**src/rtl/rtc_pkg.sv**
```systemverilog
// Shared definitions for the V3023-class RTC bus sequencer: FSM encoding,
// field count, register address table and transfer command codes.
package rtc_pkg;

  localparam int unsigned NUM_FIELDS      = 9;
  localparam int unsigned TIMER_FIRST_IDX = 6;
  localparam logic [7:0]  CMD_READ        = 8'hF0;
  localparam logic [7:0]  CMD_WRITE       = 8'hF1;

  typedef enum logic [2:0] {
    StIdle,
    StAddr,
    StGap1,
    StData,
    StGap2,
    StDone
  } state_e;

  // RTC register address for field index 0..8 (ano .. st).
  function automatic logic [7:0] field_addr(input logic [3:0] idx);
    logic [7:0] addr;
    case (idx)
      4'd0:    addr = 8'h26;
      4'd1:    addr = 8'h25;
      4'd2:    addr = 8'h24;
      4'd3:    addr = 8'h23;
      4'd4:    addr = 8'h22;
      4'd5:    addr = 8'h21;
      4'd6:    addr = 8'h43;
      4'd7:    addr = 8'h42;
      4'd8:    addr = 8'h41;
      default: addr = 8'h00;
    endcase
    return addr;
  endfunction

  // Extract byte idx from the packed 9-byte field vector ([7:0] = idx0).
  function automatic logic [7:0] field_byte(input logic [71:0] v, input logic [3:0] idx);
    logic [7:0] b;
    b = 8'h00;
    for (int unsigned i = 0; i < NUM_FIELDS; i++) begin
      if (idx == 4'(i)) b = v[i*8 +: 8];
    end
    return b;
  endfunction

endpackage

```
**src/rtl/rtc_phase_timer.sv**
```systemverilog
// Loadable 8-bit down-counter that times each bus phase; o_zero marks the
// last cycle of the phase.
module rtc_phase_timer (
  input  logic       i_clk,
  input  logic       i_reset,
  input  logic       i_load,
  input  logic [7:0] i_value,
  output logic       o_zero
);

  logic [7:0] r_count;

  // Reload on phase entry, otherwise count down and rest at zero.
  always_ff @(posedge i_clk) begin
    if (!i_reset) begin
      r_count <= 8'd0;
    end else if (i_load) begin
      r_count <= i_value;
    end else if (r_count != 8'd0) begin
      r_count <= r_count - 8'd1;
    end
  end

  assign o_zero = (r_count == 8'd0);

endmodule

```
**src/rtl/rtc_bus_sequencer.sv**
```systemverilog
// Multiplexed address/data bus sequencer for the external RTC. Serialises
// up to 9 byte transactions (address phase, gap, data phase, gap) per
// write or read request and pulses o_done at the end.
// Optional feature macro: RTC_CMD_TRANSFER_EN adds an F0/F0 command before
// each read sequence and an F1/F1 command after each write sequence.
module rtc_bus_sequencer
  import rtc_pkg::*;
#(
  parameter int unsigned T_PULSE = 4,
  parameter int unsigned T_GAP   = 2
) (
  input  logic        i_clk,
  input  logic        i_reset,
  input  logic        i_start_write,
  input  logic        i_timer_only,
  input  logic        i_start_read,
  input  logic [71:0] i_wr_data,
  output logic [71:0] o_rd_data,
  output logic        o_busy,
  output logic        o_done,
  output logic        o_cs_n,
  output logic        o_ad_sel,
  output logic        o_wr_n,
  output logic        o_rd_n,
  output logic [7:0]  o_ad_out,
  output logic        o_ad_oe,
  input  logic [7:0]  i_ad_in
);

`ifdef RTC_CMD_TRANSFER_EN
  localparam bit CmdEn = 1'b1;
`else
  localparam bit CmdEn = 1'b0;
`endif

  state_e      r_state, w_state_d;
  logic [3:0]  r_idx, w_idx_d;
  logic        r_is_read, w_is_read_d;
  logic        r_cmd, w_cmd_d;
  logic        r_pend_wr, w_pend_wr_d;
  logic        r_pend_timer, w_pend_timer_d;
  logic        r_pend_rd, w_pend_rd_d;
  logic [7:0]  r_wbyte, w_wbyte_d;
  logic [71:0] r_rd_data, w_rd_data_d;
  logic        w_timer;
  logic        w_load;
  logic [7:0]  w_load_val;
  logic        w_zero;
  logic [7:0]  w_addr;
  logic [7:0]  w_wdata;
  logic        w_drive_data;

  rtc_phase_timer u_phase_timer (
    .i_clk   (i_clk),
    .i_reset (i_reset),
    .i_load  (w_load),
    .i_value (w_load_val),
    .o_zero  (w_zero)
  );

  // State, index, pending flags and read-back register.
  always_ff @(posedge i_clk) begin
    if (!i_reset) begin
      r_state      <= StIdle;
      r_idx        <= 4'd0;
      r_is_read    <= 1'b0;
      r_cmd        <= 1'b0;
      r_pend_wr    <= 1'b0;
      r_pend_timer <= 1'b0;
      r_pend_rd    <= 1'b0;
      r_wbyte      <= 8'h00;
      r_rd_data    <= 72'h0;
    end else begin
      r_state      <= w_state_d;
      r_idx        <= w_idx_d;
      r_is_read    <= w_is_read_d;
      r_cmd        <= w_cmd_d;
      r_pend_wr    <= w_pend_wr_d;
      r_pend_timer <= w_pend_timer_d;
      r_pend_rd    <= w_pend_rd_d;
      r_wbyte      <= w_wbyte_d;
      r_rd_data    <= w_rd_data_d;
    end
  end

  // Next-state: arbitration, phase sequencing and read-back capture.
  always_comb begin
    w_state_d      = r_state;
    w_idx_d        = r_idx;
    w_is_read_d    = r_is_read;
    w_cmd_d        = r_cmd;
    w_pend_wr_d    = r_pend_wr;
    w_pend_timer_d = r_pend_timer;
    w_pend_rd_d    = r_pend_rd;
    w_wbyte_d      = r_wbyte;
    w_rd_data_d    = r_rd_data;
    w_timer        = 1'b0;
    w_load         = 1'b0;
    w_load_val     = 8'd0;

    // Requests arriving while a sequence runs are parked; repeats are dropped.
    if (r_state != StIdle) begin
      if (i_start_write && !r_pend_wr) begin
        w_pend_wr_d    = 1'b1;
        w_pend_timer_d = i_timer_only;
      end
      if (i_start_read) w_pend_rd_d = 1'b1;
    end

    unique case (r_state)
      StIdle: begin
        if (r_pend_wr || i_start_write) begin
          w_timer     = r_pend_wr ? r_pend_timer : i_timer_only;
          w_state_d   = StAddr;
          w_is_read_d = 1'b0;
          w_cmd_d     = 1'b0;
          w_idx_d     = w_timer ? 4'(TIMER_FIRST_IDX) : 4'd0;
          w_pend_wr_d = 1'b0;
          if (i_start_read) w_pend_rd_d = 1'b1;
        end else if (r_pend_rd || i_start_read) begin
          w_state_d   = StAddr;
          w_is_read_d = 1'b1;
          w_cmd_d     = CmdEn;
          w_idx_d     = 4'd0;
          w_pend_rd_d = 1'b0;
        end
      end
      StAddr: if (w_zero) w_state_d = StGap1;
      StGap1: if (w_zero) w_state_d = StData;
      StData: begin
        if (w_zero) begin
          w_state_d = StGap2;
          if (r_is_read && !r_cmd) begin
            for (int unsigned i = 0; i < NUM_FIELDS; i++) begin
              if (r_idx == 4'(i)) w_rd_data_d[i*8 +: 8] = i_ad_in;
            end
          end
        end
      end
      StGap2: begin
        if (w_zero) begin
          if (r_cmd) begin
            // Read command leads the fields; write command trails them.
            if (r_is_read) begin
              w_cmd_d   = 1'b0;
              w_idx_d   = 4'd0;
              w_state_d = StAddr;
            end else begin
              w_state_d = StDone;
            end
          end else if (r_idx == 4'(NUM_FIELDS - 1)) begin
            if (!r_is_read && CmdEn) begin
              w_cmd_d   = 1'b1;
              w_state_d = StAddr;
            end else begin
              w_state_d = StDone;
            end
          end else begin
            w_idx_d   = r_idx + 4'd1;
            w_state_d = StAddr;
          end
        end
      end
      StDone:  w_state_d = StIdle;
      default: w_state_d = StIdle;
    endcase

    if (w_state_d != r_state) begin
      w_load     = 1'b1;
      w_load_val = (w_state_d == StGap1 || w_state_d == StGap2) ? 8'(T_GAP - 1)
                                                                : 8'(T_PULSE - 1);
    end
    if (w_state_d == StAddr && r_state != StAddr) begin
      w_wbyte_d = field_byte(i_wr_data, w_idx_d);
    end
  end

  assign w_addr       = r_cmd ? (r_is_read ? CMD_READ : CMD_WRITE) : field_addr(r_idx);
  assign w_wdata      = r_cmd ? w_addr : r_wbyte;
  assign w_drive_data = !r_is_read || r_cmd;

  // Bus pins decoded from the current phase.
  always_comb begin
    o_cs_n   = 1'b1;
    o_ad_sel = 1'b0;
    o_wr_n   = 1'b1;
    o_rd_n   = 1'b1;
    o_ad_oe  = 1'b0;
    o_ad_out = 8'h00;
    unique case (r_state)
      StAddr: begin
        o_cs_n   = 1'b0;
        o_wr_n   = 1'b0;
        o_ad_oe  = 1'b1;
        o_ad_out = w_addr;
      end
      StGap1: begin
        o_cs_n   = 1'b0;
        o_ad_oe  = 1'b1;
        o_ad_out = w_addr;
      end
      StData: begin
        o_cs_n   = 1'b0;
        o_ad_sel = 1'b1;
        if (w_drive_data) begin
          o_wr_n   = 1'b0;
          o_ad_oe  = 1'b1;
          o_ad_out = w_wdata;
        end else begin
          o_rd_n = 1'b0;
        end
      end
      StGap2: begin
        o_cs_n   = 1'b0;
        o_ad_sel = 1'b1;
        o_ad_oe  = w_drive_data;
        o_ad_out = w_drive_data ? w_wdata : 8'h00;
      end
      default: begin
      end
    endcase
  end

  assign o_busy    = (r_state != StIdle);
  assign o_done    = (r_state == StDone);
  assign o_rd_data = r_rd_data;

endmodule

```
**config.mk**
```make
export PLATFORM = sky130hd
export DESIGN_NAME = rtc_bus_sequencer
export DESIGN_NICKNAME = d
export VERILOG_FILES = /design/src/rtl/rtc_pkg.sv /design/src/rtl/rtc_phase_timer.sv /design/src/rtl/rtc_bus_sequencer.sv
export SDC_FILE = /design/constraint.sdc
export NUM_CORES = 1
export LEC_CHECK = 0
export ABC_CLOCK_PERIOD_IN_PS = 5200
export CORE_AREA = 2 2 134 136
export DETAILED_ROUTE_END_ITERATION = 10
export DIE_AREA = 0 0 136 138
export GPL_TIMING_DRIVEN = 0
export PLACE_DENSITY = 0.66
export SETUP_SLACK_MARGIN = 0.15
export SYNTH_ARGS = -nofsm -noshare
export SYNTH_HDL_FRONTEND = slang
export SYNTH_SLANG_ARGS = --single-unit
```
**constraint.sdc**
```tcl
create_clock -name i_clk -period 5.2 [get_ports i_clk]
set_input_delay 0.78 -clock i_clk [delete_from_list [all_inputs] [get_ports i_clk]]
set_output_delay 0.78 -clock i_clk [all_outputs]
set_load 0.01 [all_outputs]
```
After elaboration in Yosys (flattened, before gate mapping)

Memory sizes are Yosys's and may differ from the RTL's. A register that Yosys moved wholly into a read port is not among the register bits.
Index checks and enable logic that the tools add are counted.

Register bits: 100
ROM bits: 80
Input bits: 85
Word-level logic and storage cells: 147
Memories: 1

Add/subtract/negate cells: 2
Equal/unequal tests: 28
Multiplexer cells: 64
Reduce and logical (&&, ||, !) cells: 34

Memory list:

| memory           | depth | width | rd ports | clocked after memory_dff | write ports | RTL line      | text |
|---|---|---|---|---|---|---|---|
| (name not given) | 16    | 5     | 1        | 1                        | 0           | rtc_pkg.sv:22 | `case (idx)` |

Operators with widths:

| kind                                                                | count |
|---|---|
| 8-bit 2-to-1 mux                                                    | 14 |
| 4-bit AND reduction                                                 | 9 |
| 4-bit by 3-bit == test with 1-bit output (second input constant)    | 8 |
| 3-bit 2-to-1 mux                                                    | 10 |
| 4-bit 2-to-1 mux                                                    | 7 |
| 1-bit 2-to-1 mux                                                    | 25 |
| 4-bit by 2-bit == test with 1-bit output (second input constant)    | 4 |
| 8-bit case mux with 2 select lines                                  | 1 |
| 3-bit case mux with 5 select lines                                  | 1 |
| 3-bit by 2-bit == test with 1-bit output (second input constant)    | 3 |
| 3-bit == test (second input constant)                               | 3 |
| 4-bit by 1-bit == test with 1-bit output (second input constant)    | 2 |
| 4-bit == test (second input constant)                               | 2 |
| 4-bit zero test                                                     | 2 |
| 8-bit zero test                                                     | 1 |
| 4-bit case mux with 2 select lines                                  | 1 |
| 8-bit nonzero test                                                  | 1 |
| 8-bit by 1-bit subtractor with 8-bit output (second input constant) | 1 |
| 3-bit by 1-bit == test with 1-bit output (second input constant)    | 2 |
| 2-bit nonzero test                                                  | 3 |
| 4-bit by 1-bit adder with 4-bit output (second input constant)      | 1 |
| 1-bit logical OR                                                    | 4 |
| 2-bit 2-to-1 mux                                                    | 2 |
| 1-bit case mux with 2 select lines                                  | 2 |
| other kinds (13)                                                    | 19 |

Longest topological paths before layout

Depth in word-level cells: 15
Gate-level depth with buffers: 15
Mapped depth without buffers: 12

Hierarchy

From an unflattened synthesis, not the netlist that was laid out.

Cells, all modules: 612
Area, all modules: 5416.4 um^2

By module, submodules not included:

| module            | instances | cells an instance | area an instance (um^2) | sequential area each (um^2) |
|---|---|---|---|---|
| rtc_bus_sequencer | 1         | 561               | 4958.5                  | 1941.9 |
| rtc_phase_timer   | 1         | 51                | 457.9                   | 160.2 |

Least setup slack after synthesis

Ideal clock, no wire load.

Kind: register to register
Start point: register u_phase_timer.r_count[0]
End point: register (tool-made name)
Setup time: 0.115 ns
Arrival: 2.824 ns
Data required time: 5.085 ns
Path slack: 2.261 ns
Cell stages (with the launch flop): 16
Clock period less this slack: 2.939 ns
Cell sequence: dfxtp_1 -> inv_1 -> ha_1 -> or4b_1 -> buf_2 -> or4_4 -> nand3_2 -> nand2_4 -> buf_6 -> buf_6 -> nand2_1 -> inv_1 -> ha_1 -> inv_1 -> o21ai_0 -> and3_1

RTL lines:

| what                   | RTL line              | text |
|---|---|---|
| start, declared        | rtc_phase_timer.sv:11 | `logic [7:0] r_count;` |
| start signal, assigned | rtc_phase_timer.sv:18 | `r_count <= i_value;` |
| start signal, assigned | rtc_phase_timer.sv:20 | `r_count <= r_count - 8'd1;` |

==> results.py <==
metrics = {
    "outcome": {
        "status": "finished, final reports clean",
    },
    "logic_synthesis": {
        "async_flop_share": 0,
        "synth_edf_count": 0,
        "syn-cell-area_mm2": 0.00549,
        "synth_mux_area_frac": 0.106,
        "synth_compound_area_frac": 0.174,
        "syn_avg_cell_area_um2": 8.94,
        "synth_xor_area_frac": 0.0175,
        "synth_fa_ha_area_frac": 0.0205,
        "ys.flop_type": "dfxtp_1",
        "synthCells": 614,
        "synthSimpleGateAreaFrac": 0.243,
        "synth_cell_types": 66,
        "synth_fp_nets": 708,
        "synth.yosys.seq_area_share": 0.383,
        "synth_top_family_by_area": "simple AND/OR/NAND/NOR gates",
        "yosys_warnings": 0,
        "ys_ff_latch": 105,
    },
    "power": {
        "power_density_mw_per_mm2": 388,
        "p_sw_frac": 0.387,
        "ir_drop_uv": 201,
        "combPwrFrac": 0.441,
        "p_leak_nw": 2.61,
        "p_switching_w": 0.00116,
        "pwr-share-seq": 0.327,
        "total_power_w": 0.00299,
        "clkPwrFrac": 0.233,
        "p_int_w": 0.00184,
    },
    "timing": {
        "finalHoldViolations": 0,
        "fin_skew_ns": 0.00883,
        "finalSetupViolations": 0,
        "fin_crit_ns": 3.52,
        "worst_pin_slew_ns": 0.751,
        "fin_crit_sh": 0.678,
        "fin_tns_setup_ns": 0,
        "finalMaxSlewViolations": 0,
        "relSlewSlack": 0.495,
        "rsz0062_at_grt": "false",
        "fmax_ghz": 0.284,
    },
    "cts": {
        "cts-buffers-inserted": 9,
        "post_cts_buffers": 0,
        "clock-sinks": 105,
        "root_buffer": "clkbuf_16",
        "cts_buffer_depth": 2,
        "clk_latency_ns": 0.36,
        "clkTransAtPathRegs_ns": 0.07,
        "ctsResizeCount": 0,
        "cts_hold_buf": 0,
        "cts_tree": "built",
        "h-tree-depth": 3,
    },
    "min_path": {
        "hold_path_class": "flop to flop",
    },
    "placed_design": {
        "place_area_mm2": 0.00741,
        "gp_congestion": 0.847,
        "post-dp-hpwl_um": 12900,
        "dp_cells": 1006,
        "portBuffers": 163,
    },
    "layout": {
        "final_util": 0.440,
        "regArea_mm2": 0.00210,
        "finish.instance_area_mm2": 0.00771,
        "n_fill_cell": 1785,
        "drive_gt1_frac": 0.0757,
        "instances_no_fill": 1022,
        "diodes": 0,
        "area_growth_pct": 40.4,
        "multi_input_area_mm2": 0.00308,
        "fin_nets": 882,
    },
    "floorplan": {
        "fp.dieH_um": 138,
        "die_area_mm2": 0.0188,
        "fp-row-count": 49,
        "die_w_um": 136,
        "io_pins": 172,
        "start_util": 0.313,
        "core_region_area_mm2": 0.0175,
    },
    "detailed_routing": {
        "vias": 5109,
        "wirelength_um": 17300,
        "firstDrtPassIters": 5,
        "wl_per_cell_um": 16.9,
        "vias_per_cell": 5.00,
        "drt-initial-drc-count": 336,
        "drc_errors": 0,
        "drtAntennaViolNets": 0,
    },
    "worst_setup_path": {
        "end_kind": "flop",
        "critPathMaxFanout": 10,
        "slowest_stage": "o41ai_1",
        "required_ns": 5.46,
        "cp.arrival_ns": 3.78,
        "cp_cell_sequence": "clkdlybuf4s50_1 -> or2_2 -> o41ai_1 -> a21oi_1 -> nand2_4 -> buf_6 -> buf_6 -> nand2_1 -> inv_1 -> ha_1 -> inv_1 -> o21ai_0 -> and3_1",
        "path_class": "input port to flop",
        "slowest_delay_ns": 0.52,
        "start_kind": "input port",
    },
    "global_route": {
        "antenna_found_initial": 0,
        "overflow": 0,
        "grt_pass1_wl_um": 26900,
        "grt_pass1_vias": 4913,
        "grt_usage": 0.182,
        "grt_max_degree": 19,
    },
    "job": {
        "drv_cap": 0,
    },
}
==> power by group through the flow <==
stage | Sequential (W) | Combinational, W | Clock (W)
finish | 0.000978 | 0.00132 | 0.000697
detailed placement | 0.000994 | 0.00130 | 0
global route | 0.000987 | 0.00143 | 0.000739
CTS | 0.000976 | 0.00131 | 0.000704
global placement | 0.000993 | 0.00129 | 0
floorplan | 0.000963 | 0.000902 | 0
==> worst max-delay path: cells and delay by family <==
family	cells	cell delay (ns)
AND/OR/NAND/NOR	4	0.84
AO/OA/AOI/OAI	3	0.88
adder cells (fa/ha/maj)	1	0.23
buffers and inverters	5	1.05
==> cell usage after synthesis, types with 3 or more instances <==
cell type,n,share of area
o221ai_1,7,0.011
a21oi_1,12,0.011
nand2_1,56,0.038
clkbuf_1,33,0.023
buf_2,13,0.012
a21boi_0,26,0.036
and3_1,7,0.0080
dfxtp_1,105,0.38
a221oi_1,7,0.011
and2_1,11,0.013
nand3_1,38,0.035
xor2_1,4,0.0064
nor2b_1,47,0.054
a22oi_1,11,0.015
mux2_2,9,0.018
ha_1,9,0.021
nor2_1,25,0.017
o22ai_1,4,0.0046
or3_1,3,0.0034
xnor2_1,7,0.011
nor4_1,7,0.0080
nor3_1,5,0.0046
a21boi_1,8,0.011
inv_1,18,0.012
o21ai_0,18,0.016
nor4_2,6,0.014
mux2i_1,48,0.087
a2bb2oi_1,9,0.014
buf_6,4,0.0082
o211ai_1,8,0.011
==> state kept, by name, summed over array words and instances (netlist names), named ones only <==
| name | count |
|---|---|
| r_wbyte | 8 |
| r_idx | 4 |
| r_is_read | 1 |
| r_pend_timer | 1 |
| o_rd_data | 72 |
| r_state | 3 |
| r_pend_wr | 1 |
| u_phase_timer.r_count | 8 |
| r_pend_rd | 1 |
| r_cmd | 1 |
==> cells by family (layout without fill, tap and decap cells) <==
family | count (synthesis) | after routing
simple gates | 233 | 233
compound gates | 130 | 130
flops | 105 | 105
buf+inv | 69 | 248
mux | 57 | 57
xor+xnor | 11 | 11
fa+ha+maj | 9 | 9
==> placed cells by master, fill, tap and decap left out, drive strengths merged, types with 3 or more instances in the layout <==
cell type / netlist / layout
a22oi: 11 / 11
clkbuf: 33 / 45
nor2b: 47 / 47
and3: 7 / 7
and2: 11 / 11
buf: 18 / 18
or3: 3 / 3
nor4: 13 / 13
nand2: 57 / 57
a221oi: 7 / 7
xor2: 4 / 4
nor2: 27 / 27
inv: 18 / 20
dfxtp: 105 / 105
nor3: 6 / 6
o22ai: 5 / 5
o211ai: 8 / 8
nand4: 3 / 3
a21oi: 13 / 13
mux2i: 48 / 48
nor4b: 3 / 3
nand3: 39 / 39
a21boi: 34 / 34
ha: 9 / 9
xnor2: 7 / 7
o221ai: 7 / 7
mux2: 9 / 9
or4: 3 / 3
a2bb2oi: 9 / 9
o21ai: 18 / 18
clkdlybuf4s50: 0 / 163
==> layer usage <==
layer,vias up,GRT usage,wire length [µm]
met5,-,0,0
met2,137,0.298,8480
met3,24,0.0348,731
met1,2410,0.241,7740
met4,0,0.0543,310
li1,2538,-,-
==> final timing paths <==
kind	from	endpoint	slack [ns]	depth (start not counted)
worst max-delay path	i_start_write	flop	1.68	13
worst max register to register	u_phase_timer.r_count[0]	flop	1.91	15
worst min register to register	o_rd_data[37]	o_rd_data[37]	0.46	2
worst min-delay path	o_rd_data[37]	o_rd_data[37]	0.46	2
==> through the flow <==
stage	hold WS (ns)	setup slack, ns
after global placement	0.447	1.32
final	0.456	1.68
after detailed placement	0.447	1.32
after CTS	0.458	1.69
after floorplan	0.464	2.26
after global routing	0.474	1.51
==> cell type report <==
| class | count | area share |
|---|---|---|
| multi-input combinational | 440 | 0.400 |
| tap | 229 | 0.0372 |
| clock buffer | 12 | 0.0333 |
| sequential | 105 | 0.273 |
| inverter | 18 | 0.00876 |
| clock inverter | 4 | 0.00600 |
| buffer | 51 | 0.0308 |
| timing repair buffer | 163 | 0.212 |
Power figures use the tool's default switching activity.
